$ cat src/rtl/alu_share_arbiter.sv
// alu_share_arbiter: round-robin share of one combinational ALU between two
// requesters, with registered ALU drive and a tagged valid/ready response.
//
// Ports:
//   clk, rst_n              clock, synchronous active-low reset
//   reqN_valid/instr/rs/rt  requester N operation (N = 0, 1)
//   reqN_ready              requester N accepted this cycle (combinational)
//   resp_valid/ready        response handshake
//   resp_id/result/branch   owner, captured ALU_result, captured sig_branch
//   opcode .. immediate     registered drive into the shared ALU
//   ALU_result, sig_branch  combinational ALU outputs
//   busy                    state is not IDLE
//   op_count                completed response handshakes (wrapping)
module alu_share_arbiter #(
   parameter int ALU_LAT = 1,
   parameter int CNT_W   = 16
) (
   input  logic             clk,
   input  logic             rst_n,
   input  logic             req0_valid,
   input  logic [31:0]      req0_instr,
   input  logic [31:0]      req0_rs,
   input  logic [31:0]      req0_rt,
   output logic             req0_ready,
   input  logic             req1_valid,
   input  logic [31:0]      req1_instr,
   input  logic [31:0]      req1_rs,
   input  logic [31:0]      req1_rt,
   output logic             req1_ready,
   output logic             resp_valid,
   input  logic             resp_ready,
   output logic             resp_id,
   output logic [31:0]      resp_result,
   output logic             resp_branch,
   output logic [5:0]       opcode,
   output logic [31:0]      rs_content,
   output logic [31:0]      rt_content,
   output logic [4:0]       shamt,
   output logic [5:0]       ALU_control,
   output logic [15:0]      immediate,
   input  logic [31:0]      ALU_result,
   input  logic             sig_branch,
   output logic             busy,
   output logic [CNT_W-1:0] op_count
);

   typedef enum logic [1:0] {
      S_IDLE = 2'd0,
      S_EXEC = 2'd1,
      S_RESP = 2'd2
   } state_t;

   // EXEC lasts ALU_LAT+1 cycles so the result is sampled one full
   // settle window after the drive registers update.
   localparam logic [4:0] LP_LOAD = 5'(ALU_LAT + 1);

   state_t      r_state;
   logic        r_ptr;
   logic        r_gid;
   logic [4:0]  r_cnt;

   logic        w_idle;
   logic        w_gnt0;
   logic        w_gnt1;
   logic [31:0] w_instr;
   logic [31:0] w_rs;
   logic [31:0] w_rt;
   logic        w_unused;

   assign w_idle = (r_state == S_IDLE) && rst_n;

   // Pointer only breaks ties; a lone valid requester always wins.
   assign w_gnt0 = w_idle && req0_valid && (!req1_valid || !r_ptr);
   assign w_gnt1 = w_idle && req1_valid && (!req0_valid || r_ptr);

   assign req0_ready = w_gnt0;
   assign req1_ready = w_gnt1;

   assign w_instr = w_gnt1 ? req1_instr : req0_instr;
   assign w_rs    = w_gnt1 ? req1_rs    : req0_rs;
   assign w_rt    = w_gnt1 ? req1_rt    : req0_rt;

   // Register-number fields are not needed: operands arrive as contents.
   assign w_unused = ^w_instr[25:16];

   assign busy = (r_state != S_IDLE);

   always_ff @(posedge clk) begin
      if (!rst_n) begin
         r_state     <= S_IDLE;
         r_ptr       <= 1'b0;
         r_gid       <= 1'b0;
         r_cnt       <= 5'd0;
         op_count    <= '0;
         opcode      <= 6'd0;
         rs_content  <= 32'd0;
         rt_content  <= 32'd0;
         shamt       <= 5'd0;
         ALU_control <= 6'd0;
         immediate   <= 16'd0;
         resp_valid  <= 1'b0;
         resp_id     <= 1'b0;
         resp_result <= 32'd0;
         resp_branch <= 1'b0;
      end else begin
         unique case (r_state)
            S_IDLE: begin
               if (w_gnt0 || w_gnt1) begin
                  opcode      <= w_instr[31:26];
                  rs_content  <= w_rs;
                  rt_content  <= w_rt;
                  shamt       <= w_instr[10:6];
                  ALU_control <= w_instr[5:0];
                  immediate   <= w_instr[15:0];
                  r_gid       <= w_gnt1;
                  r_cnt       <= LP_LOAD;
                  r_state     <= S_EXEC;
               end
            end
            S_EXEC: begin
               r_cnt <= r_cnt - 5'd1;
               if (r_cnt == 5'd1) begin
                  resp_result <= ALU_result;
                  resp_branch <= sig_branch;
                  resp_id     <= r_gid;
                  resp_valid  <= 1'b1;
                  r_state     <= S_RESP;
               end
            end
            S_RESP: begin
               if (resp_ready) begin
                  resp_valid <= 1'b0;
                  op_count   <= op_count + {{(CNT_W-1){1'b0}}, 1'b1};
                  r_ptr      <= ~r_gid;
                  r_state    <= S_IDLE;
               end
            end
            default: r_state <= S_IDLE;
         endcase
      end
   end

endmodule
$ cat config.mk
export PLATFORM = sky130hd
export DESIGN_NAME = alu_share_arbiter
export DESIGN_NICKNAME = d
export VERILOG_FILES = /design/src/rtl/alu_share_arbiter.sv
export SDC_FILE = /design/constraint.sdc
export NUM_CORES = 1
export LEC_CHECK = 0
export CAP_MARGIN = 20
export CORE_AREA = 2 2 149 151
export CTS_BUF_LIST = sky130_fd_sc_hd__clkbuf_4 sky130_fd_sc_hd__clkbuf_8
export CTS_CLUSTER_DIAMETER = 200
export DETAILED_ROUTE_END_ITERATION = 8
export DIE_AREA = 0 0 151 153
export HOLD_SLACK_MARGIN = 0.03
export PLACE_DENSITY_LB_ADDON = 0.12
export SLEW_MARGIN = 20
export SYNTH_ARGS = -nofsm -noshare
export SYNTH_HDL_FRONTEND = slang
export SYNTH_SLANG_ARGS = --single-unit
$ cat constraint.sdc
create_clock -name clk -period 3.95 [get_ports clk]
set_input_delay 0.5925 -clock clk [delete_from_list [all_inputs] [get_ports clk]]
set_output_delay 0.5925 -clock clk [all_outputs]
set_load 0.1 [all_outputs]
# Yosys cells after proc, flatten, opt, wreduce, memory -nomap -nowiden
# Cells that the tools add are included.
[totals] elab_cells=57 in_bits=230 regBits=157
[op_classes] n_addsub=2 eq_ne=6 n_bitwise=1 reduce_logical=21 n_mux=12
[op_table] op="32-bit 2-to-1 mux" n=3
[op_table] op="16-bit by 1-bit adder with 16-bit output (second input constant)" n=1
[op_table] op="5-bit one-hot mux with 2 select lines" n=1
[op_table] op="2-bit AND reduction" n=4
[op_table] op="2-bit 2-to-1 mux" n=3
[op_table] op="2-bit one-hot mux with 3 select lines" n=1
[op_table] op="3-bit AND reduction" n=2
[op_table] op="2-bit nonzero test" n=3
[op_table] op="5-bit by 1-bit equality test with 1-bit output (second input constant)" n=1
[op_table] op="1-bit logical AND" n=5
[op_table] op="5-bit 2-to-1 mux" n=1
[op_table] op="5-bit by 1-bit subtractor with 5-bit output (second input constant)" n=1
[op_table] op="2-bit inequality test (second input constant)" n=2
[op_table] op="1-bit logical NOT" n=3
[op_table] op="1-bit logical OR" n=3
[op_table] op="2-bit by 1-bit equality test with 1-bit output (second input constant)" n=1
[op_table] op="2-bit equality test (second input constant)" n=1
[op_table] op="2-bit logical NOT" n=1
[op_table] op="1-bit 2-to-1 mux" n=2
[op_table] op="2-bit by 1-bit inequality test with 1-bit output (second input constant)" n=1
[op_table] op="1-bit one-hot mux with 2 select lines" n=1
[op_table] op="1-bit NOT" n=1

# Logic depth before layout (Yosys ltp)
[logic_depth] ltp_word=7 mapped_depth=8

# Least setup slack after synthesis
# Ideal clock, no wire load.
[synth_path] path_type="register to register" from="register op_count[0]" to="register op_count[10]" arrival_ps=2335 path_stages_with_launch=6 n_path_buf=0 setup_slack_ps=1545 setup_ps=70 synth_period_minus_slack_ps=2405 cell_sequence="dfxtp_1 > ha_1 > inv_1 > or4_4 > or3_1 > a21oi_1"
[synth_via] elab_chain_len=1
[synth_rtl] item="start: declaration" line_no="44" rtl="output logic [CNT_W-1:0] op_count"
[synth_rtl] item="start signal: assignment" line_no="133" rtl="op_count <= op_count + {{(CNT_W-1){1'b0}}, 1'b1};"
[synth_rtl] item="16-bit by 1-bit adder with 16-bit output" line_no="133"
# No other way between the ends.
# A chain may end at the register's enable or synchronous reset.

# Worst setup path after layout
[layout_path] from="register r_state[1]" to="output req0_ready"
[layout_via] elab_chain_len=4
[layout_rtl] item="start: declaration" line_no="57" rtl="state_t r_state;"
[layout_rtl] item="start signal: assignment" line_no="90" rtl="r_state <= S_IDLE;"
[layout_rtl] item="start signal: assignment" line_no="117" rtl="r_state <= S_EXEC;"
[layout_rtl] item="start signal: assignment" line_no="127" rtl="r_state <= S_RESP;"
[layout_rtl] item="2-bit logical NOT" line_no="70" rtl="assign w_idle = (r_state == S_IDLE) && rst_n;"
[layout_rtl] item="1-bit logical AND" line_no="70"
[layout_rtl] item="1-bit logical AND (2 in series)" line_no="73" rtl="assign w_gnt0 = w_idle && req0_valid && (!req1_valid || !r_ptr);"
[layout_rtl] item="end: declaration" line_no="24" rtl="output logic req0_ready,"
# No other way between the ends.

==> flow_metrics.tcl <==
set metrics [dict create \
    synth_largest_area_cell "dfxtp_1" \
    ys_async_sr_fraction 0 \
    dr.pass1.iters 4 \
    cts_hold_buf 0 \
    post_drt_via_cell_ratio 4.657 \
    dr.first_iter.drc_count 278 \
    postCtsSetupBuffers 0 \
    synth.lib_cells_used.distinct 40 \
    synth.net_count 1014 \
    max_slew.worst_pin.slew_ps 1067 \
    power.density_nw_per_um2 404.8 \
    path_delay_family "simple AND/OR/NAND/NOR gates" \
    clockBufferDepth 2 \
    timing.critical_path.buf_inv 2 \
    wire_length_of_the_first_global_routing_pass_um 33410 \
    seqCellArea_um2 2923 \
    power.sequential.fraction 0.392 \
    grt_antenna_before_repair 1 \
    result_of_the_run "completed" \
    start_kind "flop" \
    power_frac_comb 0.313 \
    internal_power_mw 2.512 \
    required_time_of_the_critical_path_ps 3360 \
    initial_core_util 0.2796 \
    timing.setup.critical_path_class "reg -> out" \
    reg_to_reg_start "r_state[1]" \
    wl_met2_um 10790 \
    cp_max_fo 43 \
    crit_arrival_ps 2380 \
    final-max-slew-violation-count 0 \
    root_buffer "clkbuf_8" \
    die_area_um2 23100 \
    row_count 54 \
    yosys_warnings 0 \
    critPathCaptureType "primary output" \
    period_needed_ps 2977 \
    avgRoutedWirePerCell_um 15.95 \
    dr_wl_met3_um 1933 \
    synth.yosys.seq_area_share 0.4866 \
    slowest_delay_ps 580 \
    clk_latency_ps 450 \
    max_slew_margin 0.2864 \
    topRoutingLayerUsed "met5" \
    power_switching_mw 1.588 \
    total_power_mw 4.099 \
    crit_path_top_delay_cell "nor3b_1" \
    final_hold_viol_count 0 \
    netlist.area_leader.share 0.4866 \
    mappedNetlistArea_um2 6007 \
    ctsResizeCount 0 \
    p_clk_frac 0.295 \
    drcViolationCount 0 \
    area_delta_synth_final_pct 68.57 \
    dominantRegCellSynth "dfxtp_1" \
    crit_chain "nor3b_1 -> nand2_4 -> inv_2 -> buf_12" \
    grt_setup_unrepaired "false" \
    number_of_enable_type_register_cells_in_the_synthesized_netlist 0 \
    numCtsBuffers 17 \
    hold_path.startpoint "resp_valid" \
    largest_net_degree_at_the_start_of_global_routing 173 \
    fmaxAchievable_mhz 336.0 \
    worstHoldPathType "reg -> reg" \
    globalRoute.totalOverflow 0 \
    port_buffer_cells 360 \
    cts_tree "built" \
    cts_num_sinks 146 \
    worst_ir_drop_vdd_v 0.0002608 \
    diodes 0 \
    total_routing_usage_reported_by_global_routing 0.1867 \
    p_leak_nw 3.513 \
    clock_skew_ps 14.27 \
    multi_input_comb_area_um2 2730 \
    clkSlewWorstSetupHoldPaths_ps 80 \
    core_box_area_um2 21490 \
    timing.critical_path.from "r_state[1]" \
    postLayoutCoreUtil 0.4713 \
    fill_cells 2173 \
    finalNetCount 1326 \
    place_hpwl_um 15170 \
    totalNegativeSetupSlack_ps 0 \
    max_cap_violations 0 \
    first_global_vias 6006 \
    min_period_over_period 0.7536 \
    postSynthAreaPerCell_um2 7.691 \
    synth_most_common_cell "nand2_1" \
    post_synth_most_frequent_cells "nand2_1, dfxtp_1, o21ai_0" \
    detail_route.wirelength.met1_um 8831 \
    ys_ff_latch 146 \
    place_ws_ps 1040 \
    synth.top_cells.by_area "dfxtp_1, nand2_1, a31oi_1" \
    synthesis.instances 781 \
    number_of_nets_with_antenna_violations_after_detailed_routing 0 \
    sw_frac_of_total 0.3873 \
    drive_gt1_frac 0.04611 \
    finalWorstSetupSlack_ps 973.4 \
    count_of_pins_on_the_block_boundary 381 \
    finalWeightedCongestion 0.8211 \
    wl_um 22110 \
    dieWidth_um 151 \
    finalSetupViolations 0 \
    cts-htree-levels 4 \
    die_height_um 153 \
    detailroute.via_count 6454 \
]
layout by cell type (no fill, tap or decap), types with 2 or more instances in the layout:
cell	n
a21boi_0	3
a21oi_1	45
a31oi_1	86
and3_1	2
buf_12	4
buf_4	4
clkbuf_8	19
clkdlybuf4s50_1	357
clkinvlp_4	3
dfxtp_1	146
ha_1	3
inv_1	7
inv_2	2
inv_6	5
inv_8	3
mux2i_1	4
nand2_1	248
nand2b_1	5
nand3_1	8
nand3b_1	2
nor2_1	14
nor2b_1	2
nor3_1	4
nor3b_1	2
nor4_1	2
o21ai_0	94
or2_2	3
or3_1	5
xnor2_1	3
xor2_1	4
kinds of logic after synthesis:
group / after synthesis / share of synthesized area
AND/OR/NAND/NOR: 307 / 0.2137
AO/OA/AOI/OAI: 232 / 0.2143
flip-flops: 146 / 0.4866
buffers and inverters: 82 / 0.06228
XOR/XNOR: 7 / 0.01021
multiplexers: 4 / 0.006666
adder cells (fa/ha/maj): 3 / 0.006249
metrics by stage:
stage          instances  hold slack [ps]  instance area, µm²
3_5_place_dp        1354            446.3                9726
4_1_cts             1386            459.2               10130
3_3_place_gp        1354            441.3                9726
6_report            1386            454.3               10130
5_1_grt             1386            476.3               10130
2_1_floorplan        781            440.5                6007
power by group through the flow:
stage | clock network, mW | logic, mW | registers, mW
after floorplan | 0 | 0.302 | 2.19
after global placement | 0 | 1.29 | 1.64
after detailed placement | 0 | 1.29 | 1.64
after CTS | 1.26 | 1.29 | 1.61
after global routing | 1.31 | 1.34 | 1.62
final | 1.21 | 1.28 | 1.61
cell type report:
cell class,count,area share
Timing Repair Buffer,366,0.3643
Sequential cell,146,0.2886
Multi-Input combinational cell,553,0.2696
Tap cell,280,0.03460
Clock buffer,19,0.02582
Clock inverter,13,0.01372
Inverter,9,0.003336
final timing paths:
| check | cells after the start | slack [ps] | endpoint |
|---|---|---|---|
| max | 4 | 970 | req0_ready |
| min | 2 | 450 | resp_valid |
| max reg2reg | 6 | 1420 | rs_content[11] |
| min reg2reg | 2 | 450 | resp_valid |
worst reg2reg max path, cell delays in order (launching register included):
cell and delay [ps]:
dfxtp_1 420, nor3b_1 580, nand2_4 490, inv_2 240, buf_12 340, nand2_1 200
a31oi_1 170
layer usage:
layer | vias to the layer above | global-route usage
li1 | 3277 | -
met1 | 2936 | 0.2050
met2 | 205 | 0.3236
met3 | 34 | 0.07522
met4 | 2 | 0.06587
met5 | - | 0
flip-flops by register name, indices dropped and copies added, names as in the netlist:
name	flops
r_cnt	5
r_ptr	1
rt_content	32
r_state	2
resp_result	32
ALU_control	5
opcode	6
resp_branch	1
r_gid	1
immediate	7
resp_valid	1
op_count	16
shamt	4
resp_id	1
rs_content	32
(Power assumes the default switching activity.)
